===== config.mk =====
export PLATFORM = sky130hd
export DESIGN_NAME = list_builder_flat
export DESIGN_NICKNAME = d
export VERILOG_FILES = /design/src/rtl/list_builder_if.sv /design/src/rtl/list_builder.sv /design/src/flat_wrapper.sv
export SDC_FILE = /design/constraint.sdc
export NUM_CORES = 1
export LEC_CHECK = 0
export ABC_AREA = 1
export CAP_MARGIN = 20
export CELL_PAD_IN_SITES_DETAIL_PLACEMENT = 1
export CELL_PAD_IN_SITES_GLOBAL_PLACEMENT = 2
export CORE_ASPECT_RATIO = 0.9
export CORE_MARGIN = 2
export CORE_UTILIZATION = 23
export CTS_BUF_LIST = sky130_fd_sc_hd__clkbuf_4 sky130_fd_sc_hd__clkbuf_8
export CTS_CLUSTER_SIZE = 25
export DETAILED_ROUTE_END_ITERATION = 12
export GPL_TIMING_DRIVEN = 0
export PLACE_DENSITY = 0.79
export SLEW_MARGIN = 10
export SYNTH_ARGS = -nofsm -noshare
export SYNTH_HDL_FRONTEND = slang
export SYNTH_SLANG_ARGS = --single-unit

===== constraint.sdc =====
create_clock -name clk -period 1.8 [get_ports clk]
set_input_delay 0.27 -clock clk [delete_from_list [all_inputs] [get_ports clk]]
set_output_delay 0.27 -clock clk [all_outputs]
set_load 0.02 [all_outputs]

===== src/rtl/list_builder_if.sv =====
// Producer stream, block-RAM write port and list status for list_builder.
interface list_builder_if #(
   parameter int unsigned ADDR_W = 10
);
   logic              start;
   logic              in_valid;
   logic [31:0]       in_data;
   logic              in_last;
   logic              in_ready;
   logic              wr_en;
   logic [ADDR_W-1:0] ram_addr;
   logic [31:0]       ram_din;
   logic              done;
   logic              full;
   logic [ADDR_W-1:0] elem_count;

   modport master (
      output start, in_valid, in_data, in_last,
      input  in_ready, wr_en, ram_addr, ram_din, done, full, elem_count
   );

   modport slave (
      input  start, in_valid, in_data, in_last,
      output in_ready, wr_en, ram_addr, ram_din, done, full, elem_count
   );
endinterface


===== src/rtl/list_builder.sv =====
// Builds a singly linked list in block RAM from a valid/ready element stream.
// Element k: data at 2k, next-pointer at 2k+1; the last pointer is 0.
module list_builder #(
   parameter int unsigned ADDR_W = 10
) (
   input logic          clk,
   input logic          rst,
   list_builder_if.slave bus
);
   localparam int unsigned K_W = ADDR_W - 1;
   localparam logic [K_W-1:0] K_MAX = '1;

   typedef enum logic [2:0] {
      IDLE,
      ACCEPT,
      WR_DATA,
      WR_PTR,
      DONE
   } state_t;

   state_t            state;
   logic [K_W-1:0]    k;
   logic              last_q;
   logic              terminal_c;
   logic [ADDR_W-1:0] next_ptr_c;

   // An element closes the list on in_last or when it fills the last slot.
   assign terminal_c = last_q || (k == K_MAX);
   assign next_ptr_c = {k, 1'b0} + ADDR_W'(2);

   // Outputs are set on the transition into the state that presents them.
   always_ff @(posedge clk) begin
      if (!rst) begin
         state          <= IDLE;
         k              <= '0;
         last_q         <= 1'b0;
         bus.in_ready   <= 1'b0;
         bus.wr_en      <= 1'b0;
         bus.ram_addr   <= '0;
         bus.ram_din    <= '0;
         bus.done       <= 1'b0;
         bus.full       <= 1'b0;
         bus.elem_count <= '0;
      end else begin
         bus.wr_en <= 1'b0;
         case (state)
            IDLE, DONE: begin
               if (bus.start) begin
                  state          <= ACCEPT;
                  k              <= '0;
                  bus.elem_count <= '0;
                  bus.done       <= 1'b0;
                  bus.full       <= 1'b0;
                  bus.in_ready   <= 1'b1;
               end
            end
            ACCEPT: begin
               if (bus.in_valid) begin
                  state        <= WR_DATA;
                  last_q       <= bus.in_last;
                  bus.in_ready <= 1'b0;
                  bus.wr_en    <= 1'b1;
                  bus.ram_addr <= {k, 1'b0};
                  bus.ram_din  <= bus.in_data;
               end
            end
            WR_DATA: begin
               state        <= WR_PTR;
               bus.wr_en    <= 1'b1;
               bus.ram_addr <= {k, 1'b1};
               bus.ram_din  <= terminal_c ? 32'd0 : 32'(next_ptr_c);
            end
            WR_PTR: begin
               bus.elem_count <= bus.elem_count + ADDR_W'(1);
               if (terminal_c) begin
                  state    <= DONE;
                  bus.done <= 1'b1;
                  bus.full <= ~last_q;
               end else begin
                  state        <= ACCEPT;
                  k            <= k + K_W'(1);
                  bus.in_ready <= 1'b1;
               end
            end
            default: begin
               state        <= IDLE;
               bus.in_ready <= 1'b0;
            end
         endcase
      end
   end
endmodule


===== src/flat_wrapper.sv =====
// flat-port wrapper written by rule: the top's interface ports become plain ports
module list_builder_flat 
#(
   parameter int unsigned ADDR_W = 10
)
  (clk, rst, bus_start, bus_in_valid, bus_in_data, bus_in_last, bus_in_ready, bus_wr_en, bus_ram_addr, bus_ram_din, bus_done, bus_full, bus_elem_count);
  list_builder_if #(.ADDR_W(ADDR_W)) bus_i ();
  input logic clk;
  input logic rst;
  input wire logic [$bits(bus_i.start)-1:0] bus_start;
  input wire logic [$bits(bus_i.in_valid)-1:0] bus_in_valid;
  input wire logic [$bits(bus_i.in_data)-1:0] bus_in_data;
  input wire logic [$bits(bus_i.in_last)-1:0] bus_in_last;
  output wire logic [$bits(bus_i.in_ready)-1:0] bus_in_ready;
  output wire logic [$bits(bus_i.wr_en)-1:0] bus_wr_en;
  output wire logic [$bits(bus_i.ram_addr)-1:0] bus_ram_addr;
  output wire logic [$bits(bus_i.ram_din)-1:0] bus_ram_din;
  output wire logic [$bits(bus_i.done)-1:0] bus_done;
  output wire logic [$bits(bus_i.full)-1:0] bus_full;
  output wire logic [$bits(bus_i.elem_count)-1:0] bus_elem_count;
  assign bus_i.start = bus_start;
  assign bus_i.in_valid = bus_in_valid;
  assign bus_i.in_data = bus_in_data;
  assign bus_i.in_last = bus_in_last;
  assign bus_in_ready = bus_i.in_ready;
  assign bus_wr_en = bus_i.wr_en;
  assign bus_ram_addr = bus_i.ram_addr;
  assign bus_ram_din = bus_i.ram_din;
  assign bus_done = bus_i.done;
  assign bus_full = bus_i.full;
  assign bus_elem_count = bus_i.elem_count;
  list_builder #(.ADDR_W(ADDR_W)) u_core (.clk(clk), .rst(rst), .bus(bus_i));
endmodule

==> out/results.txt, run 1 <==
status = finished clean
power density cells = 963 nW/um^2
Syn Nets = 448
First-pass DRT Iterations = 4
CP max-delay cell = dfxtp_4
TritonCTS buffer count = 9
CP Data Required Time = 2.05 ns
initial core utilization = 23.5%
Worst setup SP type = flip-flop
Hold WC Path Type = reg2reg
area leader, netlist = dfxtp_1
CP Max Fanout = 7
worst-margin pin slew = 0.660 ns
pin count of the biggest net entering global routing = 12
fraction of the yosys area taken by sequential cells = 46.4%
Hold Vio Cnt, Final = 0
RSZ-0062 raised after global routing = false
Clock transition at path regs = 0.08 ns
Seq. cell area = 1390 sq um
top_reg_cell synth = dfxtp_1
H-tree levels = 3
vias in the first global route = 3,263
static leakage = 1.73 nW
Total GRT Usage = 15.6%
syn_area_per_cell = 7.30 sq um
Arrival @ worst endpoint = 1.97 ns
PnR worst setup slack = 0.0783 ns
Distinct cells, synth = 29
dominant cells by area after synthesis = dfxtp_1, nor2_1, nand2_1
met1 WL = 4830 um
#FFs+latches synth = 69
total clock sinks = 69
final setup violation count = 0
Synth top area share = 46.4%
DRC violations left = 0
cells along the critical path = ha_4 > nand3_2 > buf_4 > buf_4 > buf_4 > buf_4 > buf_4 > buf_4 > nand3_1 > a21oi_1
Clock Skews = 0.0119 ns
first-pass GRT wire length = 16,600 um
FILL cells = 1,552
core area = 12,700 sq um
Buf/Inv on CP = 6
wire length on met3 = 407 um
Fmax = 581 MHz
slew margin rel. = 56.0%
commonest cells in the netlist = nor2_1, dfxtp_1, nand2_1, o21ai_0, a21oi_1
Final Wtd Congestion = 0.787
Die W = 124 um
number of port buffers = 92
area of the multi-input gates = 1470 sq um
Clock Tree Buf Depth = 2
Reg2Reg Setup Slack = 0.08 ns
Syn Inst Count = 408
antenna fix cells = 0
WHS = 0.467 ns
CTS tree = built
WL/cell = 15.0 um
die area = 13,900 sq um
Iter 0 DRT Violations = 103
pre-CTS WS = -0.291 ns
Area Growth Syn to Fin = 52.2%
share of cells above drive strength 1 = 14.4%
final critical-path share of the clock period = 95.7%
boundary pin count = 93
Async SR Flop Fraction = 0%
delay of the slowest critical-path stage = 0.40 ns
final net count = 563
post-synthesis instance area = 2980 sq um
Final Max Slew Viols = 0
initial antenna violation count = 0
max cap viols = 0
total number of vias = 3,063
cell with the most instances after synthesis = nor2_1
clk_lat worst skew = 0.36 ns
DIE HEIGHT = 112 um
met2 WL = 4970 um
highest metal used = met4
final antenna-violating net count = 0
Post-synth EDFFs = 0
Final Power = 4.37 mW
final WL = 10,400 um
vias per cell = 4.43
fin crit period = 1.72 ns
CP top delay family = buffers and inverters
GRT Residual Overflow = 0
DP HPWL = 7580 um
IR drop worst, VDD = 0.000457 V
WS Path Type = reg2reg
synth warn = 0
most frequent CP cell = buf_4
clock root buffer = clkbuf_8
Rows = 39
Crit. End Element = flip-flop
path summary, 6_finish.rpt:
path | start | endpoint | cells past startpoint
max | u_core.k[0]$_SDFFE_PN0P_ | u_core.bus.ram_din[7]$_SDFFE_PN0P_ | 10
min | u_core.bus.ram_addr[0]$_SDFFE_PN0P_ | u_core.bus.ram_addr[0]$_SDFFE_PN0P_ | 2
max reg2reg | u_core.k[0]$_SDFFE_PN0P_ | u_core.bus.ram_din[7]$_SDFFE_PN0P_ | 10
min reg2reg | u_core.bus.ram_addr[0]$_SDFFE_PN0P_ | u_core.bus.ram_addr[0]$_SDFFE_PN0P_ | 2
report_power, final:
part | switching (mW) | internal [mW]
clock | 0.619 | 0.888
combinational | 0.604 | 0.477
sequential | 0.105 | 1.68
total | 1.33 | 3.04
worst register-to-register path, cell delays in order, from the launching register on:
cell	delay (ns)
dfxtp_4	0.40
ha_4	0.19
nand3_2	0.12
buf_4	0.16
buf_4	0.12
buf_4	0.12
buf_4	0.12
buf_4	0.12
buf_4	0.12
nand3_1	0.09
a21oi_1	0.06
flip-flops by register name, summed over array words and instances (netlist names):
register,cells
u_core.bus.ram_din,32
u_core.bus.elem_count,10
u_core.bus.ram_addr,10
u_core.k,9
u_core.state,3
u_core.bus.done,1
u_core.bus.full,1
u_core.bus.in_ready,1
u_core.bus.wr_en,1
u_core.last_q,1
routing by layer:
layer / up-vias / global-route usage [%]
met5: - / 0
met4: 0 / 4.64
met3: 8 / 4.71
met2: 50 / 25.6
met1: 1442 / 19.6
li1: 1563 / -
cell usage in the layout (no fill, tap or decap), drive strengths merged:
master          n
a21boi          1
a21oi          33
a22oi           1
buf            23
bufinv          2
clkbuf         18
clkdlybuf4s50  92
clkinv          1
clkinvlp        1
dfxtp          69
ha              3
inv            29
nand2          74
nand3          26
nand4           4
nor2           88
nor3            2
o21ai          59
o21bai          1
xnor2           1
layout make-up:
type                       count  area share, %
clock inverter                 3           1.49
multi-input combinational    293           32.5
tap                          164           4.52
sequential                    69           30.7
clock buffer                  13           3.67
timing repair buffer         104           22.3
buffer                        16           2.18
inverter                      30           2.65
kinds of logic after synthesis:
kind of cell	count (synthesis)	synth area share, %
xor gates and xnor gates	1	0.294
AOI/OAI and AO/OA	95	16.2
buffers and inverters	46	7.06
and+or+nand+nor	194	28.8
adders and majority gates	3	1.26
DFF	69	46.4
through the flow:
step / area (sq um) / setup TNS [ns] / instances / util, %
final: 4540 / 0 / 692 / 35.7
after global routing: 4540 / 0 / 692 / 35.7
after CTS: 4450 / 0 / 689 / 35.0
after detailed placement: 4110 / -6.41 / 664 / 32.4
after global placement: 4110 / -5.65 / 664 / 32.4
after floorplan: 2980 / 0 / 408 / -
what timing repair did:
item	in CTS	in global routing
setup buffers	9	3
setup endpoints to repair	23	18
resized for setup	14	18
pin swaps	5	6
hold buffers	0	0
Power figures use the tool's default switching activity.
==> inputs of run 2 (changes only) <==
Settings changed: CORE_UTILIZATION 23 to 28, CTS_CLUSTER_SIZE 25 to not set, PLACE_DENSITY 0.79 to 0.89.
Clock period 1.8 ns to 2 ns, I/O delays scaled along.
==> out/results.txt, run 2 (synthesis results as in run 1) <==
fin area = 4300 sq um (-5.3%)
share of cells above drive strength 1 = 10.7% (-3.7 points)
core area = 10,300 sq um (-19%)
total clock sinks = 69 (unchanged)
Clock transition at path regs = 0.07 ns (about the same)
Arrival @ worst endpoint = 2.09 ns (+0.12 ns)
pin count of the biggest net entering global routing = 11 (-1)
First-pass DRT Iterations = 4 (unchanged)
antenna fix cells = 0 (unchanged)
Finished Core Util = 41.7% (+6.0 points)
H-tree levels = 3 (unchanged)
Clock Skews = 0.00649 ns (-0.00543 ns)
largest registers = u_core.bus.ram_din (32), u_core.bus.elem_count (10), u_core.bus.ram_addr (10)
CP Max Fanout = 10 (+3)
vias per cell = 4.76 (+7.5%)
Die W = 113 um (-9.1%)
Final Max Slew Viols = 0 (unchanged)
IR drop worst, VDD = 0.000532 V (+16%)
first-pass GRT wire length = 15,600 um (-6.3%)
hold depth = 2 (unchanged)
initial core utilization = 28.9% (+5.5 points)
Rows = 35 (-10%)
worst-case reg-to-reg path depth = 11 (+1)
most frequent cells in the layout = clkdlybuf4s50_1, nor2_1, dfxtp_1, nand2_1, o21ai_0
final critical-path share of the clock period = 93.7% (-2.0 points)
cell depth of the worst setup path = 11 (+1)
Iter 0 DRT Violations = 76 (-26%)
worst-margin pin slew = 0.576 ns (-0.0842 ns)
Worst Setup SP = u_core.k[1]$_SDFFE_PN0P_
CP top delay family = simple AND/OR/NAND/NOR gates
Worst Setup EP = u_core.k[4]$_SDFFE_PN0P_
RSZ-0062 raised after global routing = false
Layout Cells excl Fill = 645 (-6.8%)
status = finished clean
Total GRT Usage = 17.3% (+1.8 points)
placed cells = 629 (-5.3%)
Reg2Reg Setup Slack = 0.13 ns (+0.05 ns)
area of the multi-input gates = 1430 sq um (-2.9%)
total number of vias = 3,069 (+0.20%)
GRT Residual Overflow = 0 (unchanged)
Hold Vio Cnt, Final = 0 (unchanged)
Buf/Inv on CP = 2 (-4)
DRC violations left = 0 (unchanged)
max cap viols = 0 (unchanged)
Worst R2R Start = u_core.k[1]$_SDFFE_PN0P_
Crit. End Element = flip-flop
Hold WC Path Type = reg2reg
WHS = 0.466 ns (-0.000468 ns)
WS Path Type = reg2reg
Reg-to-Reg End = u_core.k[4]$_SDFFE_PN0P_
delay of the slowest critical-path stage = 0.45 ns (+0.05 ns)
final antenna-violating net count = 0 (unchanged)
CP max-delay cell = dfxtp_1
Total Neg Setup Slack = 0 ns (unchanged)
number of port buffers = 92 (unchanged)
setup bufs post-CTS = 0 (-9)
boundary pin count = 93 (unchanged)
Worst setup SP type = flip-flop
commonest non-fill, non-tap cell in the layout = clkdlybuf4s50_1
Final Wtd Congestion = 0.884 (+12%)
final net count = 551 (-2.1%)
DP Area = 4060 sq um (-1.1%)
CTS tree = built
Clock Tree Buf Depth = 2 (unchanged)
max reg flops = 32 (unchanged)
Final Power = 3.63 mW (-17%)
power density cells = 844 nW/um^2 (-12%)
final setup violation count = 0 (unchanged)
Seq. cell area = 1380 sq um (-0.72%)
static leakage = 1.65 nW (-4.9%)
initial antenna violation count = 0 (unchanged)
cells along the critical path = ha_4 > nand3_2 > nor2_4 > ha_2 > inv_1 > nand2_2 > nand2_4 > nand2_8 > inv_6 > o21ai_1 > nor2_1
pre-CTS WS = -0.0999 ns (+0.191 ns)
DIE HEIGHT = 102 um (-9.0%)
PnR worst setup slack = 0.127 ns (+0.0483 ns)
FILL cells = 1,264 (-19%)
WL/cell = 15.2 um (+1.4%)
Area Growth Syn to Fin = 44.2%
fin crit period = 1.87 ns (+0.152 ns)
vias in the first global route = 3,145 (-3.6%)
die area = 11,500 sq um (-17%)
slew margin rel. = 61.6% (+5.6 points)
Fmax = 534 MHz (-8.1%)
TritonCTS buffer count = 9 (unchanged)
DP HPWL = 7350 um (-3.0%)
clk_lat worst skew = 0.35 ns (about the same)
final WL = 9780 um (-5.5%)
CP Data Required Time = 2.21 ns (+0.16 ns)
clock root buffer = clkbuf_8
Reg with most FFs = u_core.bus.ram_din
==> run 2: cell types whose count changed in the layout (fill, tap and decap cells not counted), sizes merged <==
cell	change
buf	-12
bufinv	-2
clkbuf	+2
clkinv	+1
clkinvlp	-1
==> run 2: where the power goes <==
part / switching, mW / internal (mW) / total (mW) / leakage, nW
sequential: 0.0889 / 1.51 / 1.60 / 0.564
combinational: 0.525 / 0.407 / 0.932 / 0.982
clock: 0.524 / 0.574 / 1.10 / 0.101
total: 1.14 / 2.49 / 3.63 / 1.65
==> run 2: worst min path at each step <==
stage / slack [ns] / endpoint / start
2_1_floorplan: 0.46 / u_core.k[7]$_SDFFE_PN0P_ / u_core.k[7]$_SDFFE_PN0P_
3_3_place_gp: 0.46 / u_core.bus.ram_addr[0]$_SDFFE_PN0P_ / u_core.bus.ram_addr[0]$_SDFFE_PN0P_
3_5_place_dp: 0.47 / u_core.bus.ram_addr[0]$_SDFFE_PN0P_ / u_core.bus.ram_addr[0]$_SDFFE_PN0P_
4_1_cts: 0.47 / u_core.bus.ram_addr[0]$_SDFFE_PN0P_ / u_core.bus.ram_addr[0]$_SDFFE_PN0P_
5_1_grt: 0.51 / u_core.bus.ram_din[1]$_SDFFE_PN0P_ / u_core.bus.ram_din[1]$_SDFFE_PN0P_
6_report: 0.47 / u_core.bus.ram_addr[0]$_SDFFE_PN0P_ / u_core.bus.ram_addr[0]$_SDFFE_PN0P_
==> run 2: area by class of cell <==
cell class / count / share of cell area [%]
multi-input combinational: 293 / 33.3
timing repair buffer: 92 / 21.4
buffer: 16 / 2.21
clock buffer: 15 / 4.22
clock inverter: 1 / 0.117
sequential: 69 / 32.2
inverter: 30 / 2.74
tap: 129 / 3.76
==> run 2: what timing repair did <==
| item | in CTS | in global routing |
|---|---|---|
| gates resized for setup | 4 | 10 |
| endpoints found under the setup margin | 19 | 19 |
| hold buffers | 0 | 0 |
| pin swaps | 0 | 1 |
==> run 2: metal layers <==
layer / share of wire (%) / up-vias / GRT usage, %
li1: - / 1542 / -
met1: 45 / 1459 / 20.8
met2: 49 / 56 / 30.4
met3: 4.2 / 12 / 4.57
met4: 1.6 / 0 / 5.91
met5: 0 / - / 0
==> run 2: tightest hold or removal path: cells and delay by family, from the launching register on <==
| kind | cells | cell delay (ns) |
|---|---|---|
| DFF | 1 | 0.31 |
| and+or+nand+nor | 1 | 0.06 |
| AOI/OAI and AO/OA | 1 | 0.05 |
==> inputs of run 3 (changes only) <==
Settings changed: SKIP_CTS_REPAIR_TIMING set to 1.
==> out/results.txt, run 3 (synthesis results as in run 1) <==
status = finished clean
slew margin rel. = 61.5% (-0.11 points)
initial core utilization = 28.9% (unchanged)
CP Max Fanout = 10 (unchanged)
Hold WC Path Type = reg2reg
worst-margin pin slew = 0.577 ns (+0.00162 ns)
max cap viols = 0 (unchanged)
fin crit period = 1.86 ns (-0.0171 ns)
vias per cell = 4.75 (about the same)
TritonCTS buffer count = 9 (unchanged)
static leakage = 1.65 nW (unchanged)
CP Data Required Time = 2.21 ns (about the same)
final setup violation count = 0 (unchanged)
pre-CTS WS = -0.0999 ns (unchanged)
most frequent cells in the layout = clkdlybuf4s50_1, nor2_1, dfxtp_1, nand2_1, o21ai_0
Crit. End Element = flip-flop
die area = 11,500 sq um (unchanged)
Worst setup SP type = flip-flop
CTS tree = built
CP max-delay cell = dfxtp_1
area of the multi-input gates = 1430 sq um (unchanged)
total number of vias = 3,066 (-0.098%)
IR drop worst, VDD = 0.000536 V (+0.80%)
vias in the first global route = 3,134 (-0.35%)
Reg with most FFs = u_core.bus.ram_din
core area = 10,300 sq um (unchanged)
Reg2Reg Setup Slack = 0.14 ns (+0.02 ns)
Clock Skews = 0.00569 ns (-0.000803 ns)
Hold Vio Cnt, Final = 0 (unchanged)
delay of the slowest critical-path stage = 0.43 ns (-0.02 ns)
DP HPWL = 7350 um (unchanged)
final antenna-violating net count = 0 (unchanged)
commonest non-fill, non-tap cell in the layout = clkdlybuf4s50_1
Final Power = 3.63 mW (about the same)
PnR worst setup slack = 0.144 ns (+0.0171 ns)
share of cells above drive strength 1 = 10.7% (unchanged)
H-tree levels = 3 (unchanged)
power density cells = 844 nW/um^2 (about the same)
Final Wtd Congestion = 0.884 (unchanged)
FILL cells = 1,263 (-0.079%)
Rows = 35 (unchanged)
WHS = 0.466 ns (unchanged)
GRT Residual Overflow = 0 (unchanged)
final critical-path share of the clock period = 92.8% (-0.86 points)
max reg flops = 32 (unchanged)
Iter 0 DRT Violations = 88 (+16%)
initial antenna violation count = 0 (unchanged)
Area Growth Syn to Fin = 44.2% (unchanged)
Die W = 113 um (unchanged)
number of port buffers = 92 (unchanged)
final net count = 551 (unchanged)
boundary pin count = 93 (unchanged)
Fmax = 539 MHz (+0.92%)
WS Path Type = reg2reg
largest registers = u_core.bus.ram_din (32), u_core.bus.elem_count (10), u_core.bus.ram_addr (10)
Clock Tree Buf Depth = 2 (unchanged)
Total GRT Usage = 17.3% (-0.038 points)
clock root buffer = clkbuf_8
Finished Core Util = 41.7% (unchanged)
clk_lat worst skew = 0.35 ns (about the same)
First-pass DRT Iterations = 4 (unchanged)
RSZ-0062 raised after global routing = false
DRC violations left = 0 (unchanged)
Final Max Slew Viols = 0 (unchanged)
final WL = 9780 um (unchanged)
Arrival @ worst endpoint = 2.07 ns (-0.02 ns)
Buf/Inv on CP = 2 (unchanged)
Clock transition at path regs = 0.07 ns (about the same)
WL/cell = 15.2 um (unchanged)
DIE HEIGHT = 102 um (unchanged)
pin count of the biggest net entering global routing = 11 (unchanged)
antenna fix cells = 0 (unchanged)
total clock sinks = 69 (unchanged)
cells along the critical path = nand2_1 > nor2_2 > nand3_2 > nor2_4 > ha_2 > inv_1 > nand2_2 > nand2_4 > nand2_8 > inv_6 > o21ai_1 > nor2_1
Seq. cell area = 1380 sq um (unchanged)
first-pass GRT wire length = 15,500 um (-0.22%)
CP top delay family = simple AND/OR/NAND/NOR gates
==> run 3: metrics by stage <==
stage | setup TNS [ns] | instance area (sq um) | instances
3_5_place_dp | -0.924 | 4060 | 629
5_1_grt | 0 | 4300 | 645
4_1_cts | -1.41 | 4250 | 645
2_1_floorplan | 0 | 2980 | 408
3_3_place_gp | -0.443 | 4060 | 629
6_report | 0 | 4300 | 645
==> run 3: where the power goes <==
part | switching [mW] | internal [mW]
Combinational | 0.524 | 0.407
Sequential | 0.0892 | 1.51
Clock | 0.525 | 0.574
Total | 1.14 | 2.49
==> run 3: area by class of cell <==
class                      instances  area share [%]
sequential                        69            32.2
tap                              129            3.76
multi-input combinational        293            33.3
clock buffer                      15            4.22
buffer                            16            2.21
timing repair buffer              92            21.4
clock inverter                     1           0.117
inverter                          30            2.74
==> run 3: path summary, 6_finish.rpt <==
check	start	to	depth (start not counted)
max reg2reg	u_core.k[5]$_SDFFE_PN0P_	u_core.k[4]$_SDFFE_PN0P_	12
min	u_core.bus.ram_addr[0]$_SDFFE_PN0P_	u_core.bus.ram_addr[0]$_SDFFE_PN0P_	2
min reg2reg	u_core.bus.ram_addr[0]$_SDFFE_PN0P_	u_core.bus.ram_addr[0]$_SDFFE_PN0P_	2
max	u_core.k[5]$_SDFFE_PN0P_	u_core.k[4]$_SDFFE_PN0P_	12
==> run 3: worst min-delay path: stages, from the launching register on <==
cell and delay (ns):
dfxtp_1 0.31, nand2_1 0.06, a21oi_1 0.05
==> run 3: per-layer routing <==
metal | track usage [%] | vias to the layer above | wire length, um
met5 | 0 | - | 0
met4 | 5.63 | 0 | 139
met3 | 4.51 | 10 | 403
met2 | 30.3 | 53 | 4810
met1 | 20.9 | 1464 | 4430
li1 | - | 1539 | -
